[src/rtl/cpu_pkg.sv]
// Shared CPU definitions: instruction geometry, fetch FSM states
// and opcode field layout used by fetch and decode.
package cpu_pkg;

    localparam int CPU_AW = 11;
    localparam int CPU_IW = 9;
    localparam logic [CPU_IW-1:0] CPU_HALT_OP = 9'h1FF;

    typedef enum logic [1:0] {
        IDLE,
        RUN,
        HALT_WAIT,
        HALTED
    } fetch_state_t;

    // Top three bits select the instruction class; the rest is operand.
    localparam int OPC_MSB = 8;
    localparam int OPC_LSB = 6;
    localparam int OPC_W   = OPC_MSB - OPC_LSB + 1;

    localparam logic [OPC_W-1:0] OPC_ALU    = 3'b000;
    localparam logic [OPC_W-1:0] OPC_LOAD   = 3'b001;
    localparam logic [OPC_W-1:0] OPC_STORE  = 3'b010;
    localparam logic [OPC_W-1:0] OPC_BRANCH = 3'b011;
    localparam logic [OPC_W-1:0] OPC_IMM    = 3'b100;
    localparam logic [OPC_W-1:0] OPC_SYS    = 3'b111;

    function automatic logic [OPC_W-1:0] opcode_of(
        input logic [CPU_IW-1:0] inst
    );
        return inst[OPC_MSB:OPC_LSB];
    endfunction

endpackage

[src/rtl/inst_fetch_prog_counter.sv]
// Program counter register: load has priority over increment,
// increment wraps modulo 2**AW, otherwise the value holds.
module prog_counter #(
    parameter int AW = 11
) (
    input  logic          clk_i,
    input  logic          rst_i,
    input  logic          load_i,
    input  logic [AW-1:0] load_val_i,
    input  logic          inc_i,
    output logic [AW-1:0] pc_o
);

    logic [AW-1:0] pc_q;
    logic [AW-1:0] pc_d;

    always_comb begin
        pc_d = pc_q;
        if (load_i) begin
            pc_d = load_val_i;
        end else if (inc_i) begin
            pc_d = pc_q + AW'(1);
        end
    end

    always_ff @(posedge clk_i or posedge rst_i) begin
        if (rst_i) begin
            pc_q <= '0;
        end else begin
            pc_q <= pc_d;
        end
    end

    assign pc_o = pc_q;

endmodule

[src/rtl/inst_fetch.sv]
// Instruction fetch unit: owns the PC, registers the ROM word into a
// valid/ready fetch stage, handles redirects and halt retirement.
module inst_fetch
    import cpu_pkg::*;
#(
    parameter int            AW      = CPU_AW,
    parameter int            IW      = CPU_IW,
    parameter logic [IW-1:0] HALT_OP = CPU_HALT_OP
) (
    input  logic          Clk,
    input  logic          Reset,
    input  logic          Start,
    input  logic [AW-1:0] StartAddr,
    output logic [AW-1:0] InstAddress,
    input  logic [IW-1:0] InstIn,
    output logic [IW-1:0] Inst,
    output logic [AW-1:0] InstPC,
    output logic          InstValid,
    input  logic          DecReady,
    input  logic          BranchEn,
    input  logic [AW-1:0] BranchTarget,
    output logic          Done
);

    fetch_state_t  state_q, state_d;
    logic [IW-1:0] inst_q, inst_d;
    logic [AW-1:0] inst_pc_q, inst_pc_d;
    logic          valid_q, valid_d;
    logic          done_q, done_d;

    logic [AW-1:0] pc;
    logic          pc_load;
    logic [AW-1:0] pc_load_val;
    logic          pc_inc;
    logic          slot_free;
    logic          in_halt;

    assign slot_free = !valid_q || DecReady;
    assign in_halt   = (InstIn == HALT_OP);

    prog_counter #(
        .AW(AW)
    ) u_pc (
        .clk_i      (Clk),
        .rst_i      (Reset),
        .load_i     (pc_load),
        .load_val_i (pc_load_val),
        .inc_i      (pc_inc),
        .pc_o       (pc)
    );

    always_comb begin
        state_d     = state_q;
        inst_d      = inst_q;
        inst_pc_d   = inst_pc_q;
        valid_d     = valid_q;
        done_d      = done_q;
        pc_load     = 1'b0;
        pc_load_val = '0;
        pc_inc      = 1'b0;
        unique case (state_q)
            IDLE, HALTED: begin
                if (Start) begin
                    pc_load     = 1'b1;
                    pc_load_val = StartAddr;
                    done_d      = 1'b0;
                    valid_d     = 1'b0;
                    state_d     = RUN;
                end
            end
            RUN: begin
                if (BranchEn) begin
                    pc_load     = 1'b1;
                    pc_load_val = BranchTarget;
                    valid_d     = 1'b0;
                end else if (slot_free) begin
                    inst_d    = InstIn;
                    inst_pc_d = pc;
                    valid_d   = 1'b1;
                    // A halt word parks the PC on itself.
                    if (in_halt) begin
                        state_d = HALT_WAIT;
                    end else begin
                        pc_inc = 1'b1;
                    end
                end
            end
            HALT_WAIT: begin
                if (BranchEn) begin
                    pc_load     = 1'b1;
                    pc_load_val = BranchTarget;
                    valid_d     = 1'b0;
                    state_d     = RUN;
                end else if (valid_q && DecReady) begin
                    valid_d = 1'b0;
                    done_d  = 1'b1;
                    state_d = HALTED;
                end
            end
            default: begin
                state_d = IDLE;
            end
        endcase
    end

    always_ff @(posedge Clk or posedge Reset) begin
        if (Reset) begin
            state_q   <= IDLE;
            inst_q    <= '0;
            inst_pc_q <= '0;
            valid_q   <= 1'b0;
            done_q    <= 1'b0;
        end else begin
            state_q   <= state_d;
            inst_q    <= inst_d;
            inst_pc_q <= inst_pc_d;
            valid_q   <= valid_d;
            done_q    <= done_d;
        end
    end

    assign InstAddress = pc;
    assign Inst        = inst_q;
    assign InstPC      = inst_pc_q;
    assign InstValid   = valid_q;
    assign Done        = done_q;

endmodule
[config.mk]
export PLATFORM = sky130hd
export DESIGN_NAME = inst_fetch
export DESIGN_NICKNAME = d
export VERILOG_FILES = /design/src/rtl/cpu_pkg.sv /design/src/rtl/inst_fetch_prog_counter.sv /design/src/rtl/inst_fetch.sv
export SDC_FILE = /design/constraint.sdc
export NUM_CORES = 1
export LEC_CHECK = 0
export BUFFER_PORTS_ARGS = -buffer_cell sky130_fd_sc_hd__buf_4
export CORE_UTILIZATION = 49
export CTS_CLUSTER_SIZE = 12
export DETAILED_ROUTE_END_ITERATION = 12
export PLACE_DENSITY = 0.9
export SKIP_CTS_REPAIR_TIMING = 1
export SLEW_MARGIN = 20
export SYNTH_ARGS = -nofsm -noshare
export SYNTH_HDL_FRONTEND = slang
export SYNTH_SLANG_ARGS = --single-unit
[constraint.sdc]
create_clock -name Clk -period 2.4 [get_ports Clk]
set_clock_uncertainty 0.15 [all_clocks]
set_input_delay 0.48 -clock Clk [delete_from_list [all_inputs] [get_ports Clk]]
set_output_delay 0.48 -clock Clk [all_outputs]
set_load 0.05 [all_outputs]
* Word level (Yosys, flattened, before mapping)
Index checks and enable logic that the tools add are counted.
Word-level totals: output and inout port bits 33, word-level logic and storage cells 60, flip-flop bits (word level) 35
Cells by class: equal/unequal tests 12, reduce and logical (&&, ||, !) cells 12, add/subtract/negate cells 1, muxes and demuxes 28, bitwise logic cells 1
Operator list (count):
- $mux W11 | 4
- $pmux W11 S2 | 1
- $mux W1 | 13
- $mux W2 | 6
- $ne A2 B2 Y1 const B | 6
- $add A11 B1 Y11 const B | 1
- $eq A9 B9 Y1 const B | 1
- $ne A3 B3 Y1 const B | 2
- $pmux W2 S3 | 1
- $reduce_and A3 Y1 | 2
- $reduce_and A5 Y1 | 1
- $eq A2 B2 Y1 const B | 2
- $pmux W1 S2 | 2
- $reduce_and A4 Y1 | 1
- $reduce_bool A2 Y1 | 2
- $reduce_or A2 Y1 | 2
- $pmux W1 S3 | 1
- $eq A2 B1 Y1 const B | 1
- $logic_not A2 Y1 | 1
- $logic_and A1 B1 Y1 | 1
- $logic_not A1 Y1 | 1
- $logic_or A1 B1 Y1 | 1
- $not A1 Y1 | 1

* Depth between registers and ports, before layout
word-level depth 7, depth in mapped cells 8, gate-level depth less buffers 7

* Cells and area by module
From an unflattened synthesis, not the netlist that was laid out.
Unflattened totals: cells, all modules 171, area, all modules 1841.8 um^2
By module, submodules not included:
- inst_fetch | cells each 99, area an instance 1189.9 um^2, times used 1
- prog_counter | cells each 72, area an instance 651.9 um^2, times used 1

* Worst setup path before layout
OpenSTA, ideal clock, no wires.
path type flip-flop to flip-flop, start point register state_q[0], end point register u_pc.pc_q[1] (netlist: u_pc.pc_o[1]), stages on the path, launching flop included 8, data required time 2.124 ns, setup time 0.126 ns, period minus slack after synthesis 1.983 ns, path slack 0.417 ns, arrival time 1.707 ns, path through dfrtp_1 > inv_1 > ha_1 > and2_4 > or2_4 > a21oi_4 > nor2_1 > a221o_1
Between the ends: word-level cells in the longest chain between the ends 4, elaborated cells between the ends (all ways) 11, classes of those cells 3 x eq/ne; 4 x mux; 4 x reduce/logical
Ends and longest elaborated chain:
- start: declaration | RTL line inst_fetch.sv:25 | fetch_state_t state_q, state_d;
- start signal: assignment | RTL line inst_fetch.sv:114 | state_q <= state_d;
- $eq A2 B2 Y1 (tied with other cells) | RTL line inst_fetch.sv:61 | unique case (state_q)
- $reduce_or A2 Y1, on equally long branches
- $pmux W11 S2 / $pmux W1 S2 (equally long branches) | RTL line inst_fetch.sv:61
- $mux W11 / $reduce_bool A2 Y1 (equally long branches)
- end signal: assignment | RTL line inst_fetch_prog_counter.sv:30 | pc_q <= pc_d;
- end: declaration | RTL line inst_fetch_prog_counter.sv:14 | logic [AW-1:0] pc_q;
Several ways; a longest one is shown, not always the timed one. A chain may end at the register's enable or synchronous reset.

* Worst setup path in the final report
Ends and elaborated chain as after synthesis.

==> metrics.yaml <==
global_routing:
  grt_pass1_vias: 1604
  grt_max_degree: 36
  grt_use_total_pct: 25.03
  grt_overflow: 0
  grt_pass1_wl_um: 7707
  antenna_found_initial: 0
synthesis:
  yosysTopAreaCell: "dfrtp_1"
  synth_fp_nets: 243
  synth_top_cells_by_area: "dfrtp_1, nand2_1, ha_1, a221oi_1, a21oi_1"
  synthCells: 203
  avgSynthCellArea_um2: 9.060
  synth_cell_types: 44
  yosysSeqAreaShare_pct: 47.62
  synth.yosys.warnings: 0
  synth_top_area_share_pct: 47.62
  netlist_area_um2: 1839
  yosys_register_bits: 35
sta:
  fin_crit_sh_pct: 95.23
  hold_slack_ns: 0.1397
  max_freq_mhz: 437.5
  relSlewSlack_pct: 70.46
  period_minus_slack_ns: 2.286
  finalSetupViolCount: 0
  rsz0062_at_grt: "no"
  finalMaxSlewViolations: 0
  finalHoldViolCount: 0
  tns_ns: 0
  worst_slew_pin_slew_ns: 0.4397
detailed_routing:
  viasPerCell: 5.533
  drcViolationCount: 0
  avgRoutedWirePerCell_um: 14.56
  antenna_left: 0
  dr.pass1.iters: 4
  drtIter0Drc: 127
  vias: 1776
  wl_um: 4673
floorplanning:
  rows: 21
  core_area_um2: 3468
  die_h_um: 63.27
  start_util_pct: 53.03
  fp.dieW_um: 63.27
  ios: 69
  die_area_um2: 4002
clock_tree:
  numClockSinks: 35
  cts_max_level: 2
  cts_tree: "done"
  clkTransAtPathRegs_ns: 0.08
  cts_buffer_depth: 2
  clock_latency_ns: 0.29
  cts_buffers: 5
  cts_root_buf: "clkbuf_8"
layout:
  insertedDiodeCount: 0
  fin_cells: 321
  fillCellCount: 283
  drive_above_1_share_pct: 32.36
  nNetsFinal: 314
  syn_to_final_growth_pct: 36.05
setup_path:
  cp.required_ns: 2.43
  max_stage_delay_ns: 0.38
  path_cells: "inv_1 -> ha_1 -> and2_4 -> or2_4 -> a21oi_4 -> nor2_1 -> a221o_1"
  crit_arrival_ns: 2.32
  cpMaxStageDelayCell: "ha_1"
  crit_fanout: 13
  crit_family: "simple AND/OR/NAND/NOR gates"
  cp-start-kind: "flip-flop"
  worst-path-buf-inv: 1
  cp-end-kind: "flip-flop"
  path_class: "reg -> reg"
power:
  p_total_mw: 3.778
  peakVddDrop_mv: 0.6064
  leakage_nw: 1.284
  powerDensity_nw_per_um2: 1510
place:
  gp_congestion: 0.8075
  portBuffers: 68
  dpl.hpwl_um: 3412
  placedCellCount: 313
outcome:
  status: "completed"
run:
  maxCapViolations: 0
worst_hold_path:
  hold_class: "in -> async"
## cells in the mapped netlist (all sizes together)
cell type,count
a21oi,9
and3,1
a221o,1
a32oi,1
nor4,2
o311ai,2
o2bb2ai,1
a41oi,1
nand3,5
ha,4
and2,1
nor3,5
a31o,1
nor2,7
o31ai,2
and4,2
clkbuf,4
inv,6
nand2b,2
a221oi,5
or2,1
nand2,66
o21ai,9
a31oi,1
a21o,2
nand4,2
or3,2
mux2i,2
xnor2,2
o22a,3
buf,4
nor3b,1
a22oi,2
a22o,2
nor2b,4
dfrtp,35
nor4b,1
o211ai,2
## worst min-delay path: cells and delay by family
kind / cells / cell delay [ns]
buffers and inverters: 3 / 0.53
## layout make-up
cell class                 instances  area (um^2)  area share (%)
multi-input combinational        154        893.4           35.70
sequential                        35        875.8           35.00
timing repair buffer              72        540.5           21.60
clock buffer                       5        68.82           2.750
tap                               46        57.56           2.300
clock inverter                     3        43.79           1.750
inverter                           6        22.52          0.9000
## routing by layer
layer  up-vias  track usage, %  share of wire (%)
met5         -               0                  0
met2        76           37.77                 47
met3         6           5.072                8.0
met4         0           10.51                2.1
li1        859               -                  -
met1       835           34.94                 43
## final timing paths
path / endpoint / slack, ns / cells past startpoint / start
max in group asynchronous: Inst[1] / 1.63 / 3 / Reset
worst max-delay path: u_pc.pc_o[1] / 0.11 / 7 / state_q[0]
min in group Clk: Inst[7] / 0.25 / 3 / InstIn[7]
worst min register to register: Inst[7] / 0.33 / 2 / Inst[7]
worst max register to register: u_pc.pc_o[1] / 0.11 / 7 / state_q[0]
worst min-delay path: u_pc.pc_o[4] / 0.14 / 3 / Reset
## where the power goes
part           switching [mW]  total (mW)  internal, mW  leakage [nW]
combinational            1.46        2.14         0.679         0.784
clock                   0.222       0.531         0.309        0.0581
sequential              0.263        1.11         0.843         0.442
total                    1.95        3.78          1.83          1.28
## logic make-up after synthesis
kind of cell / share of synthesized area, %
AND/OR/NAND/NOR: 26.53
XOR/XNOR: 0.9526
adder cells (fa/ha/maj): 2.721
buffers and inverters: 3.809
multiplexers: 1.088
flip-flops: 47.62
AO/OA/AOI/OAI: 17.28
## state kept, by name, summed over array words and instances (netlist names)
signal / count
InstPC: 11
Done: 1
u_pc.pc_o: 11
Inst: 9
state_q: 2
InstValid: 1
## metrics by stage
step,utilization [%],instance area [um^2],worst slack [ns]
after global placement,68.90,2390,0.2203
after CTS,72.15,2502,0.1196
after floorplan,-,1839,0.4166
after global routing,72.15,2502,0.01917
final,72.15,2502,0.1144
after detailed placement,68.90,2390,0.1412
## cells in the final DEF (no fill, tap or decap), drive strengths merged, types with 2 or more instances in the layout
master	Yosys	routed
nand4	2	2
buf	4	72
clkbuf	4	5
xnor2	2	2
o21ai	9	9
nor3	5	5
nand2b	2	2
nand3	5	5
a22oi	2	2
and4	2	2
o211ai	2	2
nor2	7	7
o22a	3	3
or3	2	2
clkinv	0	2
mux2i	2	2
o31ai	2	2
inv	6	6
dfrtp	35	35
ha	4	4
nor4	2	2
a22o	2	2
nand2	66	66
a21oi	9	9
o311ai	2	2
a21o	2	2
nor2b	4	4
a221oi	5	5
No activity file was read; power rests on OpenSTA's default activity.
